**src/rtl/pdm_decimator_mc.sv**
```systemverilog
// Multi-channel PDM-to-PCM decimator: counts ones per channel over a DECIM-cycle window and
// emits signed PCM samples through a valid/ready register, discarding WARMUP windows after enable.
module pdm_decimator_mc #(
  parameter int unsigned NCH    = 2,
  parameter int unsigned DECIM  = 64,
  parameter int unsigned OUT_W  = 16,
  parameter int unsigned WARMUP = 2
) (
  input  logic                   clk_2MHz,
  input  logic                   btnRST_n,
  input  logic                   en,
  input  logic [NCH-1:0]         pdm_in,
  output logic [NCH*OUT_W-1:0]   pcm_data,
  output logic                   pcm_valid,
  input  logic                   pcm_ready,
  output logic                   overrun,
  output logic                   busy
);

  localparam int unsigned L  = $clog2(DECIM);
  localparam int unsigned CW = L + 1;
  localparam int unsigned SH = OUT_W - 1 - L;

  localparam logic [L-1:0]     LastPhase = L'(DECIM - 1);
  localparam logic [OUT_W:0]   DecimExt  = (OUT_W + 1)'(DECIM);
  localparam logic [OUT_W-1:0] MaxCode   = {1'b0, {(OUT_W - 1){1'b1}}};
  localparam logic [3:0]       WarmupW   = 4'(WARMUP);

  typedef enum logic [1:0] {StIdle, StWarmup, StRun} state_e;

  state_e                  state;
  logic [L-1:0]            phase;
  logic [3:0]              wcnt;
  logic [NCH-1:0][CW-1:0]  ones;
  logic [NCH-1:0][CW-1:0]  k;
  logic [NCH*OUT_W-1:0]    sample;
  logic                    last;

  assign last = (phase == LastPhase);

  // k includes the bit on the current edge so the final bit of a window is never lost.
  always_comb begin
    k      = '0;
    sample = '0;
    for (int c = 0; c < NCH; c++) begin
      logic [OUT_W:0] kx;
      logic [OUT_W:0] s;
      k[c]      = ones[c] + CW'(pdm_in[c]);
      kx        = '0;
      kx[CW:0]  = {k[c], 1'b0};
      s         = (kx - DecimExt) << SH;
      // Only K=DECIM lands on +2^(OUT_W-1), which is positive but has the sign bit set.
      sample[c*OUT_W +: OUT_W] = (!s[OUT_W] && s[OUT_W-1]) ? MaxCode : s[OUT_W-1:0];
    end
  end

  always_ff @(posedge clk_2MHz or negedge btnRST_n) begin
    if (!btnRST_n) begin
      state     <= StIdle;
      phase     <= '0;
      wcnt      <= '0;
      ones      <= '0;
      pcm_data  <= '0;
      pcm_valid <= 1'b0;
      overrun   <= 1'b0;
      busy      <= 1'b0;
    end else if (!en) begin
      state     <= StIdle;
      phase     <= '0;
      wcnt      <= '0;
      ones      <= '0;
      pcm_valid <= 1'b0;
      busy      <= 1'b0;
    end else begin
      unique case (state)
        StIdle: begin
          state   <= (WARMUP > 0) ? StWarmup : StRun;
          busy    <= 1'b1;
          overrun <= 1'b0;
        end
        StWarmup: begin
          phase <= phase + 1'b1;
          if (pcm_valid && pcm_ready) pcm_valid <= 1'b0;
          if (last) begin
            ones <= '0;
            wcnt <= wcnt + 4'd1;
            if (wcnt + 4'd1 == WarmupW) state <= StRun;
          end else begin
            ones <= k;
          end
        end
        StRun: begin
          phase <= phase + 1'b1;
          if (last) begin
            ones <= '0;
            if (!pcm_valid || pcm_ready) begin
              pcm_data  <= sample;
              pcm_valid <= 1'b1;
            end else begin
              overrun <= 1'b1;
            end
          end else begin
            ones <= k;
            if (pcm_valid && pcm_ready) pcm_valid <= 1'b0;
          end
        end
        default: state <= StIdle;
      endcase
    end
  end

endmodule

```
**config.mk**
```make
export PLATFORM = sky130hd
export DESIGN_NAME = pdm_decimator_mc
export DESIGN_NICKNAME = d
export VERILOG_FILES = /design/src/rtl/pdm_decimator_mc.sv
export SDC_FILE = /design/constraint.sdc
export NUM_CORES = 1
export LEC_CHECK = 0
export CAP_MARGIN = 10
export CORE_MARGIN = 3
export CORE_UTILIZATION = 25
export DETAILED_ROUTE_END_ITERATION = 8
export GPL_TIMING_DRIVEN = 0
export PLACE_DENSITY = 0.56
export SYNTH_ARGS = -nofsm -noshare
export SYNTH_HDL_FRONTEND = slang
export SYNTH_SLANG_ARGS = --single-unit
```
**constraint.sdc**
```tcl
create_clock -name clk_2MHz -period 2 [get_ports clk_2MHz]
set_clock_uncertainty 0.1 [all_clocks]
set_input_delay 0.2 -clock clk_2MHz [delete_from_list [all_inputs] [get_ports clk_2MHz]]
set_output_delay 0.2 -clock clk_2MHz [all_outputs]
set_load 0.01 [all_outputs]
```
==> results.cfg <==
[run_status]
outcome = finished clean

[worst_hold_path]
holdPathStages = 3
hp-start = en
hold_class = input port to flip-flop
hold-path-endpoint = state[1]

[global_route]
grt-ovfl-total = 0
grt_usage_pct = 10.94
grt_pass1_wl_mm = 9.135
antenna_found_initial = 0
grt_max_degree = 26
grt_pass1_vias = 1859

[placed_design]
portBuffers = 39
place_hpwl_mm = 3.832
place_congestion = 0.7834
placed_cells = 390

[die]
num_rows = 34
core-area_um2 = 8934
initial_core_util_pct = 26.25
die_x_um = 102.8
io_pins = 41
die_h_um = 102.8
dieArea_um2 = 10580

[power]
pwr-share-clk_pct = 26.9
power_uw = 2127
p_seq_share_pct = 45.8
combPwrFrac_pct = 27.2
power_density_nw_per_um2 = 694.4
p_leak_uw = 0.001360
swShare_pct = 33.37
peakVddDrop_uv = 319.8
p_int_uw = 1417
netSwitchingPower_uw = 709.7

[worst_setup_path]
crit_path_end_kind = flip-flop
r2r_cells = 6
rr_startpoint = state[0]
slowest_stage = ha_2
worstReg2RegEnd = ones[3]
critPathArrivalTime_ns = 1.97
cp_max_fo = 10
critPathKind = flip-flop to flip-flop
max_stage_delay_ns = 0.47
regToRegSetupSlack_ns = 0.10
startpoint_type = flip-flop
cp.required_ns = 2.07
cp_cell_sequence = inv_1 > ha_2 > buf_2 > o21ai_0 > a22oi_1 > nor2_1

[synth]
syn_avg_cell_area_um2 = 9.689
synth.area.top_cells = dfrtp_1, ha_1, buf_4
ys_seq_area_share_pct = 45.89
synthesis.instances = 242
syn-num-nets = 259
yosys_warnings = 0
syn-cell-area_um2 = 2345
synth_top_area_share_pct = 45.89
synth_cell_types = 34
yosys.area.top_type = dfrtp_1
synth-seq-cells = 43

[sta]
maxSlewHeadroom_pct = 65.11
rsz0062_at_grt = false
hold_slack_ns = 0.1572
tns_ns = 0
hold_viol = 0
finalCriticalPeriod_ns = 1.900
timing.fmax_mhz = 526.4
slew_viol_final = 0
tightest_slew_ns = 0.5233
finalSetupViolations = 0
finalCritPeriodShare_pct = 94.99

[cells_and_area]
finalNonFillerCells = 399
area_growth_pct = 30.63
layout.nets = 308
final_common_cell = dfrtp_1
layout-drive-gt1-share_pct = 16.15
final_core_util_pct = 34.29
diodes = 0
final_cell_mix = dfrtp_1, clkdlybuf4s50_1, buf_4

[routing]
wirelength_mm = 5.375
first_iter_violations = 50
drt_first_pass_iters = 4
vias_per_cell = 4.607
drc = 0
vias = 1838
wl_per_cell_um = 13.47
ant_nets = 0

[cts]
clkTransAtPathRegs_ns = 0.08
numCtsBuffers = 5
clock_latency_ns = 0.30
tritoncts = yes
cts-root-buf = clkbuf_8
clkSinkCount = 43
htree_levels = 2
clockBufferDepth = 2

[job]
maxCapViolCount = 0
## flip-flops by register name, indices dropped and copies added (netlist names)
register / flops
busy: 1
ones: 14
overrun: 1
pcm_data: 14
pcm_valid: 1
phase: 6
state: 2
wcnt: 4
## cell usage after synthesis
cell type  count
mux2i_1        3
dfrtp_1       43
nor2_1        21
nand3_2        1
xnor2_1        6
o311ai_2       1
o21ai_0       10
a211oi_1       1
nand3b_1       3
buf_4         18
a31oi_1        1
o21a_1         3
nand3_1       12
nor3_1         4
inv_1         10
o32a_1         5
nor3_4         1
and3_1         8
ha_1          11
clkbuf_1       9
nand2_1       17
buf_2          2
a21oi_1       12
nor2b_1        4
o22ai_1        3
o221ai_2       1
or3_1          1
a21boi_0       1
nand4_1        2
o22a_1         5
nand2b_1       5
xor2_1         8
and2_1         6
a22oi_1        4
## area by class of cell
class	count	area (µm²)
clock buffer	6	82.58
sequential	43	1076
multi-input combinational	160	1102
buffer	25	167.7
clock inverter	1	5.005
tap	108	135.1
inverter	10	37.54
fill	929	5871
timing repair buffer	46	456.7
## critical path, delay by kind of cell (launching register included)
| kind | cells | cell delay (ns) |
|---|---|---|
| adders and majority gates | 1 | 0.47 |
| buffers and inverters | 2 | 0.39 |
| DFF | 1 | 0.41 |
| and+or+nand+nor | 1 | 0.06 |
| AOI/OAI and AO/OA | 2 | 0.35 |
## repair_timing
| item | in CTS | in global routing |
|---|---|---|
| buffers inserted | 4 | 1 |
| endpoints found under the setup margin | 33 | 17 |
| hold buffers | 1 | 0 |
| endpoints found under the hold margin | 18 | 0 |
| pin swaps | 2 | 1 |
| resized for setup | 5 | 10 |
## metrics by stage
| step | area [µm²] | setup WS (ns) |
|---|---|---|
| detailed placement | 2885 | -0.3545 |
| global route | 3063 | 0.001333 |
| CTS | 3017 | 0.006254 |
| floorplan | 2345 | 0.07035 |
| global placement | 2870 | -0.6452 |
| finish | 3063 | 0.1002 |
## power by group through the flow
stage / Combinational (µW) / Clock [µW] / Sequential, µW
global route: 658 / 621 / 985
floorplan: 378 / 0 / 982
detailed placement: 559 / 0 / 990
finish: 579 / 573 / 975
CTS: 568 / 593 / 973
global placement: 544 / 0 / 987
## layer usage
layer / vias to the layer above / routed length, µm / GRT usage [%]
li1: 918 / - / -
met1: 871 / 2561 / 14.02
met2: 44 / 2513 / 18.37
met3: 5 / 231 / 2.030
met4: 0 / 69 / 4.084
met5: - / 0 / 0
## cells by family after synthesis
group,Yosys count,synth area share [%]
compound gates,47,13.98
xor+xnor,14,5.230
fa+ha+maj,11,5.870
buf+inv,39,9.232
flops,43,45.89
mux,3,1.281
simple gates,85,18.52
## worst max-delay path by stage
stage,startpoint,cells past startpoint,slack (ns),end
2_1_floorplan,phase[0],6,0.07,pcm_data[13]
3_3_place_gp,btnRST_n,1,-0.65,pcm_data[25]
3_5_place_dp,phase[0],6,-0.35,pcm_data[13]
4_1_cts,state[0],6,0.006,ones[3]
5_1_grt,state[0],6,0.001,ones[3]
6_report,state[0],6,0.10,ones[3]
(Power assumes the default switching activity.)
